`src/rtl/cond_resolve.sv`:
```
// cond_resolve: condition-resolution unit for the multicycle MIPS datapath.
// The unit takes one conditional instruction per start/done handshake and
// drives the comparator select. It waits for the comparator flags to settle,
// samples the tested flag bit, and then pulses the resulting control action
// (branch, link, trap or conditional move) for one cycle together with done.
module cond_resolve #(
  parameter int SETTLE_CYCLES = 1
) (
  input  logic        clk,
  input  logic        rst_n,
  input  logic        start,
  input  logic [3:0]  cond_op,
  input  logic [31:0] pc_plus4,
  input  logic [15:0] offset,
  input  logic [3:0]  cmp_flags,
  output logic [3:0]  cmp_sel,
  output logic        busy,
  output logic        done,
  output logic        taken,
  output logic        pc_load,
  output logic [31:0] pc_target,
  output logic        link_we,
  output logic        trap_req,
  output logic        mov_we
);

  // Settle values below 1 behave as 1.
  localparam int SETTLE_EFF = (SETTLE_CYCLES < 1) ? 1 : SETTLE_CYCLES;
  localparam int CNT_W      = $clog2(SETTLE_EFF + 1);

  typedef enum logic [1:0] {
    IDLE  = 2'd0,
    ISSUE = 2'd1,
    EVAL  = 2'd2,
    RESP  = 2'd3
  } state_t;

  typedef enum logic [1:0] {
    ACT_BRANCH      = 2'd0,
    ACT_BRANCH_LINK = 2'd1,
    ACT_TRAP        = 2'd2,
    ACT_MOVE        = 2'd3
  } action_t;

  state_t           state;
  state_t           state_nxt;
  logic [CNT_W-1:0] settle_cnt;
  logic [3:0]       op_q;
  logic             accept;

  // Decoded view of the latched operation.
  logic [3:0]       dec_sel;
  logic [1:0]       dec_bit;
  action_t          dec_act;
  logic             flag_hit;
  logic             is_branch;

  assign accept    = (state == IDLE) && start;
  assign flag_hit  = cmp_flags[dec_bit];
  assign is_branch = (dec_act == ACT_BRANCH) || (dec_act == ACT_BRANCH_LINK);

  // Decode the latched op into comparator select, tested flag bit and action.
  always_comb begin
    // NOTE: every combinational output gets a default first so no path leaves it unassigned (no latch).
    dec_sel = 4'd0;
    dec_bit = 2'd0;
    dec_act = ACT_BRANCH;
    case (op_q)
      4'd0:  begin dec_sel = 4'd8;  dec_bit = 2'd0; dec_act = ACT_BRANCH;      end // BEQ
      4'd1:  begin dec_sel = 4'd12; dec_bit = 2'd0; dec_act = ACT_BRANCH;      end // BNE
      4'd2:  begin dec_sel = 4'd7;  dec_bit = 2'd0; dec_act = ACT_BRANCH;      end // BGEZ
      4'd3:  begin dec_sel = 4'd7;  dec_bit = 2'd0; dec_act = ACT_BRANCH_LINK; end // BGEZAL
      4'd4:  begin dec_sel = 4'd9;  dec_bit = 2'd0; dec_act = ACT_BRANCH;      end // BLTZ
      4'd5:  begin dec_sel = 4'd9;  dec_bit = 2'd0; dec_act = ACT_BRANCH_LINK; end // BLTZAL
      4'd6:  begin dec_sel = 4'd10; dec_bit = 2'd0; dec_act = ACT_BRANCH;      end // BGTZ
      4'd7:  begin dec_sel = 4'd11; dec_bit = 2'd0; dec_act = ACT_BRANCH;      end // BLEZ
      4'd8:  begin dec_sel = 4'd8;  dec_bit = 2'd2; dec_act = ACT_TRAP;        end // TEQ
      4'd9:  begin dec_sel = 4'd12; dec_bit = 2'd0; dec_act = ACT_TRAP;        end // TNE
      4'd10: begin dec_sel = 4'd14; dec_bit = 2'd2; dec_act = ACT_TRAP;        end // TGE
      4'd11: begin dec_sel = 4'd14; dec_bit = 2'd3; dec_act = ACT_TRAP;        end // TGEU
      4'd12: begin dec_sel = 4'd15; dec_bit = 2'd2; dec_act = ACT_TRAP;        end // TLT
      4'd13: begin dec_sel = 4'd15; dec_bit = 2'd3; dec_act = ACT_TRAP;        end // TLTU
      4'd14: begin dec_sel = 4'd6;  dec_bit = 2'd0; dec_act = ACT_MOVE;        end // MOVZ
      default: begin dec_sel = 4'd13; dec_bit = 2'd0; dec_act = ACT_MOVE;      end // MOVN
    endcase
  end

  // State register.
  always_ff @(posedge clk or negedge rst_n) begin
    // NOTE: sequential state uses non-blocking assignments so every flop samples pre-edge values.
    if (!rst_n) state <= IDLE;
    else        state <= state_nxt;
  end

  // Next-state logic: ISSUE lasts until the settle counter runs out.
  always_comb begin
    state_nxt = state;
    case (state)
      IDLE:    if (start) state_nxt = ISSUE;
      ISSUE:   if (settle_cnt == CNT_W'(1)) state_nxt = EVAL;
      EVAL:    state_nxt = RESP;
      RESP:    state_nxt = IDLE;
      default: state_nxt = IDLE;
    endcase
  end

  // Outputs that follow the state directly.
  always_comb begin
    busy    = (state != IDLE);
    cmp_sel = 4'd0;
    if ((state == ISSUE) || (state == EVAL)) cmp_sel = dec_sel;
  end

  // Operand capture at acceptance and the settle countdown.
  always_ff @(posedge clk or negedge rst_n) begin
    if (!rst_n) begin
      op_q       <= 4'd0;
      pc_target  <= 32'd0;
      settle_cnt <= '0;
    end else if (accept) begin
      op_q       <= cond_op;
      pc_target  <= pc_plus4 + {{14{offset[15]}}, offset, 2'b00};
      settle_cnt <= CNT_W'(SETTLE_EFF);
    end else if (state == ISSUE) begin
      settle_cnt <= settle_cnt - CNT_W'(1);
    end
  end

  // Condition result: cleared on acceptance, sampled from the flags in EVAL.
  always_ff @(posedge clk or negedge rst_n) begin
    if (!rst_n)              taken <= 1'b0;
    else if (accept)         taken <= 1'b0;
    else if (state == EVAL)  taken <= flag_hit;
  end

  // Action pulses are registered in EVAL so they are high only during RESP.
  always_ff @(posedge clk or negedge rst_n) begin
    if (!rst_n) begin
      done     <= 1'b0;
      pc_load  <= 1'b0;
      link_we  <= 1'b0;
      trap_req <= 1'b0;
      mov_we   <= 1'b0;
    end else begin
      done     <= (state == EVAL);
      pc_load  <= (state == EVAL) && is_branch && flag_hit;
      link_we  <= (state == EVAL) && (dec_act == ACT_BRANCH_LINK);
      trap_req <= (state == EVAL) && (dec_act == ACT_TRAP) && flag_hit;
      mov_we   <= (state == EVAL) && (dec_act == ACT_MOVE) && flag_hit;
    end
  end

endmodule

```
`config.mk`:
```
export PLATFORM = sky130hd
export DESIGN_NAME = cond_resolve
export DESIGN_NICKNAME = d
export VERILOG_FILES = /design/src/rtl/cond_resolve.sv
export SDC_FILE = /design/constraint.sdc
export NUM_CORES = 1
export LEC_CHECK = 0
export ABC_AREA = 1
export BUFFER_PORTS_ARGS = -buffer_cell sky130_fd_sc_hd__buf_2
export CAP_MARGIN = 5
export CORE_ASPECT_RATIO = 0.6
export CORE_UTILIZATION = 43
export CTS_BUF_LIST = sky130_fd_sc_hd__clkbuf_4 sky130_fd_sc_hd__clkbuf_8
export CTS_CLUSTER_DIAMETER = 200
export DETAILED_ROUTE_END_ITERATION = 16
export PLACE_DENSITY = 0.64
export SYNTH_ARGS = -nofsm -noshare
export SYNTH_HDL_FRONTEND = slang
export SYNTH_SLANG_ARGS = --single-unit
```
`constraint.sdc`:
```
create_clock -name clk -period 1.8 [get_ports clk]
set_input_delay 0.18 -clock clk [delete_from_list [all_inputs] [get_ports clk]]
set_output_delay 0.18 -clock clk [all_outputs]
set_load 0.02 [all_outputs]
```
# Word-level counts from Yosys, hierarchy flattened
# Memories as Yosys holds them, arrays and structs flattened.
# Cells that the tools add are included.
# op_classes
n_eq_ne	8
n_mux	10
addsub	2
reduce_logical	16
magnitude_cmp	1
# ops
cell	count
adder 32 bit	1
equality test 2 bit, second input constant	4
logical AND 1 bit	8
case mux 2 bit (4 select lines)	1
nonzero test 2 bit	3
2-to-1 mux 1 bit	5
equality test 2 x 1 -> 1 bit, second input constant	2
zero test 2 bit	2
2-to-1 mux 2 bit	2
2-to-1 mux 4 bit	1
!= test 2 bit, second input constant	2
< comparator 2 x 3 -> 1 bit, second input constant	1
binary-select mux 1 bit (select 2 bit)	1
logical OR 1 bit	2
AND reduction 2 bit	1
subtractor 1 bit, second input constant	1
# totals
romBits	128
mem_count	1
out_inout_bits	43
input_bits	59
reg_bits	45
wordCells	48
# mem_list
name	words	word_bits	rd	rd_ports_with_merged_regs	wr	line_no	text
(name not given)	16	8	1	0	0	68	case (op_q)

# Longest topological paths before layout
# Gate-level depths: netlist (run 1).
# An unclocked memory read counts as a cell.
# logic_depth
word_depth	5
ltp_mapped	13

# Worst setup path before layout (run 1)
# OpenSTA, ideal clock, no wires.
# synth_path
path_type	input port to flip-flop
from	input offset[0]
to	register pc_target[26]
t_required_ns	1.683
setup_ns	0.117
slack_ns	0.173
arrival_time_ns	1.509
path_buffers	0
cell_stages	13
cell_sequence	ha_1 inv_1 fa_1 inv_1 nand3_1 nand3_1 nand2_1 nand2_1 nand2_1 nand3_1 nand2_1 nand3_1 nand2_1
# synth_via
elab_chain_len	1
# synth_rtl
item	line_no	text
from (decl)	14	input logic [15:0] offset,
adder 32 bit	122	pc_target <= pc_plus4 + {{14{offset[15]}}, offset, 2'b00};
to (signal assigned)	122	
to (decl)	21	output logic [31:0] pc_target,
# Every way passes these cells.
# A chain may end at the register's enable or synchronous reset.

# Final worst setup path (run 1)
# layout_path
from	register state[1]
to	output cmp_sel[1]
# layout_via
elab_chain_len	3
word_cells_on_any_way	4
cone_classes	eq/ne (2); mux (1); reduce/logical (1)
# layout_rtl
item	line_no	text
from (decl)	45	state_t state;
from (signal assigned)	92	else state <= state_nxt;
equality test 2 x 1 -> 1 bit / equality test 2 bit (equally long branches)	111	if ((state == ISSUE) || (state == EVAL)) cmp_sel = dec_sel;
logical OR 1 bit (*)	111	
2-to-1 mux 4 bit (*)	111	
to (decl)	16	output logic [3:0] cmp_sel,
# Mark *: on every way between the ends. The rest lies on a longest branch, timed or not.

==> results of run 1 <==
## worst paths after layout
| kind | from | end | slack [ns] |
|---|---|---|---|
| setup / recovery | state[1] | cmp_sel[1] | 0.1 |
| hold / removal | pc_plus4[1] | pc_target[1] | 0.07 |
| setup reg to reg | state[0] | pc_target[12] | 0.27 |
| hold reg to reg | pc_target[29] | pc_target[29] | 0.49 |
| max in group asynchronous | rst_n | pc_target[18] | 0.86 |
| min in group asynchronous | rst_n | pc_target[2] | 0.39 |
## layout by cell type, fill, tap and decap left out, types with 12 or more instances in the layout
cell / count
o21ai_0: 12
nand3_1: 45
a21oi_1: 20
nand2_2: 16
ha_1: 33
dfrtp_1: 45
inv_1: 100
nand2_1: 248
buf_2: 98
nor2_1: 32
buf_4: 23
## per-stage QoR
step	std cells	setup TNS (ns)	utilization (%)	setup WS [ns]
floorplan	638	0	-	0.173
global placement	883	-0.209	53.2	-0.0435
detailed placement	883	-0.369	53.2	-0.0638
CTS	892	0	54.2	0.0179
global route	893	-0.00214	54.5	-0.00214
finish	893	0	54.5	0.0971
## layout make-up
cell class / instances / area [um^2] / area share, %
Multi-Input combinational cell: 475 / 2520 / 50.2
Sequential cell: 45 / 1130 / 22.4
Timing Repair Buffer: 124 / 713 / 14.2
Inverter: 111 / 417 / 8.29
Tap cell: 130 / 163 / 3.24
Clock buffer: 5 / 68.8 / 1.37
Clock inverter: 3 / 17.5 / 0.348
## worst min-delay path: stages
cell and delay (ns):
buf_2 0.07, nand2_1 0.04, nand2_1 0.04
## state kept, by name, summed over array words and instances, names as in the netlist
| register | cells |
|---|---|
| pc_target | 32 |
| mov_we | 1 |
| op_q | 4 |
| link_we | 1 |
| done | 1 |
| state | 2 |
| pc_load | 1 |
| settle_cnt | 1 |
| trap_req | 1 |
| taken | 1 |
## power breakdown
group | internal (mW) | switching, mW | leakage (nW)
Sequential | 1.47 | 0.302 | 0.563
Clock | 0.269 | 0.393 | 0.0439
Combinational | 1.15 | 2.10 | 2.38
Total | 2.89 | 2.79 | 2.99
## logic make-up after synthesis
logic type	count (synthesis)	share of synthesized area, %
AOI/OAI and AO/OA	56	8.37
xor gates and xnor gates	11	2.35
adders and majority gates	34	10.6
buffers and inverters	118	11.4
DFF	45	27.5
and+or+nand+nor	374	39.9
## routing by layer
layer,GRT usage [%],routed length [um],vias to the layer above
met5,0,0,-
met4,3.76,102,0
met3,4.83,992,11
met2,35.2,4440,151
met1,39.1,6190,1926
li1,-,-,2224
## synth_stat cells (2+ instances only)
cell type,n
buf_1,2
inv_1,101
o21ai_1,8
nand3_2,5
clkbuf_8,2
o21ai_0,12
nor2_2,7
nor3_2,3
nor3_1,3
nand2_2,16
nand2_1,248
nand3_1,45
nor2_1,32
nand4_1,4
a21oi_2,7
a21oi_1,20
nor2_4,4
o21bai_1,2
inv_2,9
ha_1,33
o21bai_2,2
dfrtp_1,45
buf_2,2
a211oi_1,2
xnor2_1,11
nand3b_1,4
## what timing repair did
| action | in CTS | in global routing |
|---|---|---|
| buffers inserted | 0 | 1 |
| hold endpoints to repair | 22 | 0 |
| hold buffers | 1 | 0 |
| setup endpoints to repair | 0 | 3 |
| gates resized for setup | 0 | 6 |
==> results.md, run 1 <==
Worst setup path:
- The number of cells on the worst reg-to-reg path is 7.
- The critical path runs through a total of 5 cells.
- The kind of end point of the critical path is an output pin.
- The highest net fanout along the worst path is 5.
- On the worst path, the slowest cell contributes a delay of 0.38 ns.
- Traced cell by cell, the critical path runs through inv_1 > ha_1 > inv_2 > a211oi_2 > buf_2.
- On the critical path, the stage with the largest delay is an instance of dfrtp_1.
- The endpoint required time on the critical path is 1.62 ns.
- The arrival time of data at the critical path endpoint is 1.52 ns.
- STA classifies the critical path startpoint as a flip-flop.
- The buffers plus inverters on the worst setup path is 3.
- The worst setup path is of the flip-flop to output pin kind.
- The top cell family by delay on the critical path is flip-flops.

Run status:
- The run finished with clean final reports.

Floorplan:
- Measured along the y axis, the die boundary spans 77.6 um.
- The region available for standard cell placement spans 9220 um^2.
- The floorplan step set the die width to 128 um.
- The top-level port count is 102.
- The die covers 9940 um^2.
- The starting density of the core is 44.4%.
- The floorplan has 27 rows.

Placement:
- Buffers placed on the I/O ports in this run total 100.
- After legalization and detailed placement, the total HPWL measured 9600 um.
- Once placement finished, the instance area stood at 4900 um^2.
- The congestion estimate from routability-driven global placement came to 0.885.

STA:
- The final hold violation count is 0.
- Setup violations remaining at the end of the flow were counted as 0.
- The transition time at the pin with the least slew margin is 0.560 ns.
- The worst slew slack as a fraction of its limit is 62.6%.
- The worst path in the final design needs a cycle of 1.70 ns, including I/O delays and setup.
- The final critical-path share of the clock period is 94.6%.
- Derived from the worst setup path, the maximum achievable clock frequency is 587 MHz.
- The hold slack is 0.0741 ns.
- The final max-slew violation count is 0.
- The worst clock skew is 0.0115 ns.

Synth:
- Counting flops and latches in the post-synthesis netlist gives 45.
- Yosys mapped the design onto 35 distinct sky130hd cell types.
- Each instance of the synthesized netlist takes up on average 6.42 um^2.
- The number of nets handed over by synthesis was 731.
- The number of warnings printed during yosys synthesis is 0.
- dfrtp_1 takes more of the synthesized area than any other cell.
- The synthesized instance count is 638.
- In this run, synthesis inferred 0 flip-flops with an integrated enable.
- The most used flip-flop cell after synthesis is dfrtp_1.
- The synthesized design devotes to its leading area cell type 27.5% of total area.
- The mapped netlist covers 4100 um^2.
- Counting flops with an async set or reset pin after synthesis yields a share of 100%.
- Ranked by total cell area, the synthesized netlist is headed by dfrtp_1 (27%), nand2_1 (23%), ha_1 (10%).
- The register area share after synthesis is 27.5%.

Power:
- The analysis attributes to cell leakage a power of 2.99 nW.
- The design draws 5.68 mW.
- The cell area power density is 1130 nW/um^2.
- Across the VDD grid, the largest voltage drop is 0.530 mV.

Global route:
- After global routing the overflow that remains totals 0.
- For this run, the total global-route usage over all layers was measured as 24.9%.
- The number of global-route vias before repair is 3945.
- Entering global routing, the biggest net connects 47 pins.
- The initial antenna violation count is 1.
- The global-route wire length before repair is 19400 um.

Layout:
- The filler cell count in the final layout is 945.
- The fraction of layout instances using a drive strength above 1 is 24.9%.
- After routing the design area is 5030 um^2.
- From synthesis to final layout, the design area changed by 22.7%.
- The number of antenna cells inserted is 0.
- The final layout net count is 855.

CTS:
- Counting along the longest clock path gives a buffer depth of 2.
- The clock latency on the worst-skew pair is 0.31 ns.
- The number of sinks driven by the clock tree is 45.
- The maximum level of the CTS H-tree is 2.
- The clock-pin transition on the worst setup and hold timing paths is 0.09 ns.
- The CTS tree is done.
- The CTS buffer count is 5.
- The tree is rooted in a clkbuf_8.

Min path:
- The min-delay analysis places its worst path in the category input port to flip-flop.
- The hold-critical path depth is 3.

Drt:
- The via count is 4312.
- For this run, the detailed router's first-pass iteration total came to 4.
- The remaining number of nets flagged by the antenna check after routing is 0.
- The post-detailed-routing wire length is 11700 um.
- The via density per instance is 4.83.
- After the first detailed-routing iteration, the DRC count stood at 250.
- The DRC violations left is 0.
- The routed wirelength normalized by instance count is 13.1 um.

Run:
- The count of maximum capacitance violations is 0.
Power figures use the tool's default switching activity.
==> run 2: changes to the inputs <==
--- a/config.mk
+++ b/config.mk
@@ -5,15 +5,15 @@
 export SDC_FILE = /design/constraint.sdc
 export NUM_CORES = 1
 export LEC_CHECK = 0
-export ABC_AREA = 1
 export BUFFER_PORTS_ARGS = -buffer_cell sky130_fd_sc_hd__buf_2
 export CAP_MARGIN = 5
 export CORE_ASPECT_RATIO = 0.6
+export CORE_MARGIN = 3
 export CORE_UTILIZATION = 43
 export CTS_BUF_LIST = sky130_fd_sc_hd__clkbuf_4 sky130_fd_sc_hd__clkbuf_8
 export CTS_CLUSTER_DIAMETER = 200
 export DETAILED_ROUTE_END_ITERATION = 16
-export PLACE_DENSITY = 0.64
+export PLACE_DENSITY = 0.66
 export SYNTH_ARGS = -nofsm -noshare
 export SYNTH_HDL_FRONTEND = slang
 export SYNTH_SLANG_ARGS = --single-unit
==> constraint.sdc (replaced) <==
create_clock -name clk -period 1.8 [get_ports clk]
set_input_delay 0.09 -clock clk [delete_from_list [all_inputs] [get_ports clk]]
set_output_delay 0.09 -clock clk [all_outputs]
set_load 0.02 [all_outputs]
==> results.md, run 2 <==
CTS:
- The CTS buffer count is 5.
- The maximum level of the CTS H-tree is 2.
- The clock-pin transition on the worst setup and hold timing paths is 0.08 ns.
- The number of sinks driven by the clock tree is 45.
- The clock passes through at most 2 buffers.
- The clock latency on the worst-skew pair is 0.31 ns.
- The CTS root buffer is clkbuf_8.
- TritonCTS built the clock tree.

Layout:
- After filler insertion, the fill cell instance count of the layout stands at 654.
- The number of flip-flops under the largest register name is 32.
- The register name with the most flops is pc_target.
- At the end of the flow the core is filled with cells to 66.3%.
- The library cell used most frequently in the layout, excluding fill and tap cells, is buf_2.
- The library cells used most frequently in the layout, excluding fill and tap cells, are buf_2 (96), buf_4 (72), nand2_1 (70).
- The largest registers in the layout are pc_target: 32 flops, op_q: 4 flops, state: 2 flops.
- Compared with the post-synthesis result, the final layout area differs by 46.5%.
- The finished layout holds 675 standard cells, fillers aside.
- The net count of the finished layout is 663.
- The number of antenna cells inserted is 0.
- The post-route netlist has 39.8% of its cells at a drive strength greater than 1.

Floorplan:
- The overall die height is 74.4 um.
- The die extent in x is 120 um.
- Pin placement for this block handled 102 I/O pins.
- The placeable core area is 7420 um^2.
- For this configuration, the core starts out at a cell density of 45.2%.
- The floorplan row count is 24.
- The area of the die is 8930 um^2.

Synth:
- The adder and majority cell fraction of the synthesized area is 12.9%.
- The distinct cell type count of the synthesized netlist is 50.
- Among all flip-flop cells after synthesis, the most frequent one is dfrtp_1.
- By count the netlist is led by nand2_1 (71), dfrtp_1 (45), o21ai_0 (40).
- The post-synthesis average cell area is 8.49 um^2.
- Counting flops with an async set or reset pin after synthesis yields a share of 100%.
- Of the total synthesized cell area, the portion taken by XOR and XNOR cells is 5.48%.
- The post-synth net total is 488.
- The most repeated cell in the gate-level netlist after synthesis is nand2_1.
- Counting flops with a built-in enable in the synthesized netlist gives 0.
- The share of the synthesized area in the top cell type is 33.6%.
- The share of the synthesized area in compound gates (AO/OA/AOI/OAI) is 26.0%.
- The number of warnings printed during yosys synthesis is 0.
- The register area share after synthesis is 33.6%.
- Of the total synthesized cell area, the portion taken by AND, OR, NAND and NOR gates is 17.8%.
- The main combinational cell family by area after synthesis is compound AO/OA/AOI/OAI gates.
- The post-synthesis instance area is 3350 um^2.
- The cell count after synthesis came out at 395.
- Of all cell types, the one taking the most synthesized area is dfrtp_1.
- The portion of synthesized area spent on multiplexers is 0.895%.
- In this run, synthesis produced a sequential element count of 45.
- In the post-synthesis netlist, the biggest area contributors are dfrtp_1 (34%), ha_1 (12%), nand2_1 (7.9%).

Global route:
- For this run, global-route usage on met2 was measured as 33.3%.
- After global routing the overflow that remains totals 0.
- The number of global-route vias before repair is 3251.
- The initial antenna violation count came to 0.
- The global-route met1 utilization is 32.3%.
- The met3 track demand over resource is 3.27%.
- met2 is the most crowded layer.
- In the global route stage, overall resource usage came out at 21.4%.
- The maximum number of pins on one net before global-route repair is 27.
- The first global-routing pass estimated 15700 um of wire.

Run status:
- The run finished, with violations left.
- The checks that failed: setup timing.

Drt:
- The final layout contains routed wiring with a total length of 9690 um.
- The via count is 3424.
- Using the TritonRoute via totals, the vias-per-cell ratio works out to 5.07.
- The routed wirelength normalized by instance count is 14.4 um.
- The DRC violations left is 0.
- The pre-antenna-repair detailed-routing pass consisted of 4 iterations.
- The first routing iteration left 214 violations.
- The detail route stage leaves a number of antenna-violating nets equal to 0.

STA:
- The worst slew slack as a fraction of its limit is 64.2%.
- Static timing analysis puts the maximum clock frequency at 535 MHz.
- The final period demand of the worst path is 1.87 ns.
- The final hold violation count was 0.
- Setup repair after global routing could not meet its margin everywhere.
- The total setup violations reported at the end of the flow is 3.
- The worst clock skew is 0.0135 ns.
- The setup slack after layout is -0.0700 ns.
- The final max-slew violation count is 0.
- The final critical-path share of the clock period is 104%.
- For the pin with the worst max-slew slack, the measured transition is 0.537 ns.

Run:
- The count of maximum capacitance violations is 0.

Worst setup path:
- The launch instance of the worst register-to-register path is state[0].
- The top cell family by delay on the critical path is compound AO/OA/AOI/OAI gates.
- Setup slack on the worst reg-to-reg path comes out at 0.12 ns.
- For this run, the slowest stage of the critical path takes 0.34 ns.
- The kind of end point of the critical path is a flip-flop.
- The worst reg2reg path endpoint is pc_target[31].
- The critical path goes through buf_6 > ha_4 > inv_2 > fa_2 > nor2b_2 > o21bai_2 > a211oi_2 > o21ai_2 > o21a_2 > o211ai_1 > a21bo_2 > a31oi_1.
- STA puts the critical path data arrival time at 2.05 ns.
- At the worst endpoint, the required time is 1.98 ns.
- STA classifies the critical path startpoint as an input port.
- The slowest cell on the critical path is fa_2.
- The highest net fanout along the worst path is 4.
- The buffers plus inverters on the worst setup path is 2.
- The number of cells on the worst reg-to-reg path is 6.
- By startpoint and endpoint, the worst setup path is classified as input port to flip-flop.

Placement:
- The wire-length estimate of the detail-placed layout is 7640 um.
- The count of input and output buffers is 100.
- The weighted congestion at the end of routability-driven global placement is 0.938.
- The count of placed standard cells including taps is 658.
- The worst slack at placement is -0.452 ns.

Power:
- The internal power of the cells totals 3.03 mW.
- The combinational group share of total power is 56.6%.
- Of the total power, the share spent switching nets is 46.1%.
- The overall power after layout is 5.62 mW.
- Power spread over the standard cell area amounts to 1140 nW/um^2.
- The leakage dissipation is 2.43 nW.
- The share of power burned in registers is 31.3%.
- The clock network power share is 12.0%.
- The switching power is 2.59 mW.
- The worst supply voltage drop on vdd is 0.466 mV.

Min path:
- The worst min-delay path category is input port to flip-flop.
- The endpoint of the worst hold-timing path is op_q[1].
- The worst hold path begins at cond_op[1].
- The worst hold path passes through 3 cells.
-- run 2: cell families (layout without fill, tap and decap cells) --
kind of cell	count (synthesis)	in the layout
fa+ha+maj	34	34
simple gates	132	132
xor+xnor	21	21
mux	3	3
buf+inv	30	206
compound gates	130	130
flops	45	45
-- run 2: worst max path at each step --
| stage | startpoint | to | cells after the start |
|---|---|---|---|
| final | pc_plus4[2] | pc_target[28] | 12 |
| after global routing | pc_plus4[2] | pc_target[28] | 12 |
| after CTS | pc_plus4[2] | pc_target[30] | 12 |
| after detailed placement | offset[0] | pc_target[28] | 12 |
| after global placement | offset[0] | pc_target[28] | 12 |
| after floorplan | offset[0] | pc_target[28] | 11 |
-- run 2: through the flow --
step / setup TNS [ns] / hold slack (ns) / area, um^2
floorplan: -0.711 / -0.206 / 3420
global placement: -5.15 / 0.0961 / 4550
detailed placement: -5.89 / 0.0993 / 4550
CTS: -0.0935 / 0.0323 / 4840
global route: -0.614 / 0.0488 / 4910
finish: -0.109 / 0.0291 / 4910
-- run 2: area by class of cell --
class	instances	area, um^2	area share, %
inverters	18	67.6	1.37
clock inverters	3	25.0	0.509
multi-input cells	320	2340	47.5
clock buffers	5	68.8	1.40
repair buffers	180	1160	23.6
flip-flops and latches	45	1130	22.9
well taps	104	130	2.65
-- run 2: tightest hold or removal path: cells and delay by family --
kind	cells	cell delay (ns)
buffers and inverters	1	0.08
AO/OA/AOI/OAI	1	0.08
AND/OR/NAND/NOR	1	0.04
-- run 2: power groups by stage --
stage	registers (mW)	clock network (mW)	logic (mW)
after floorplan	2.18	0	1.49
after global placement	1.76	0	3.02
after detailed placement	1.78	0	3.08
after CTS	1.76	0.691	3.15
after global routing	1.81	0.737	3.50
final	1.76	0.676	3.18
-- run 2: repair_timing --
action,in CTS,in global routing
gates resized for setup,22,15
buffers inserted,2,1
hold endpoints to repair,26,0
pin swaps,16,4
setup endpoints to repair,10,14
hold buffers,6,0
-- run 2: routing by layer --
layer	share of wire [%]	vias up	routed length (um)
li1	-	1754	-
met1	51	1570	4930
met2	43	95	4190
met3	5.3	5	513
met4	0.61	0	59
met5	0	-	0
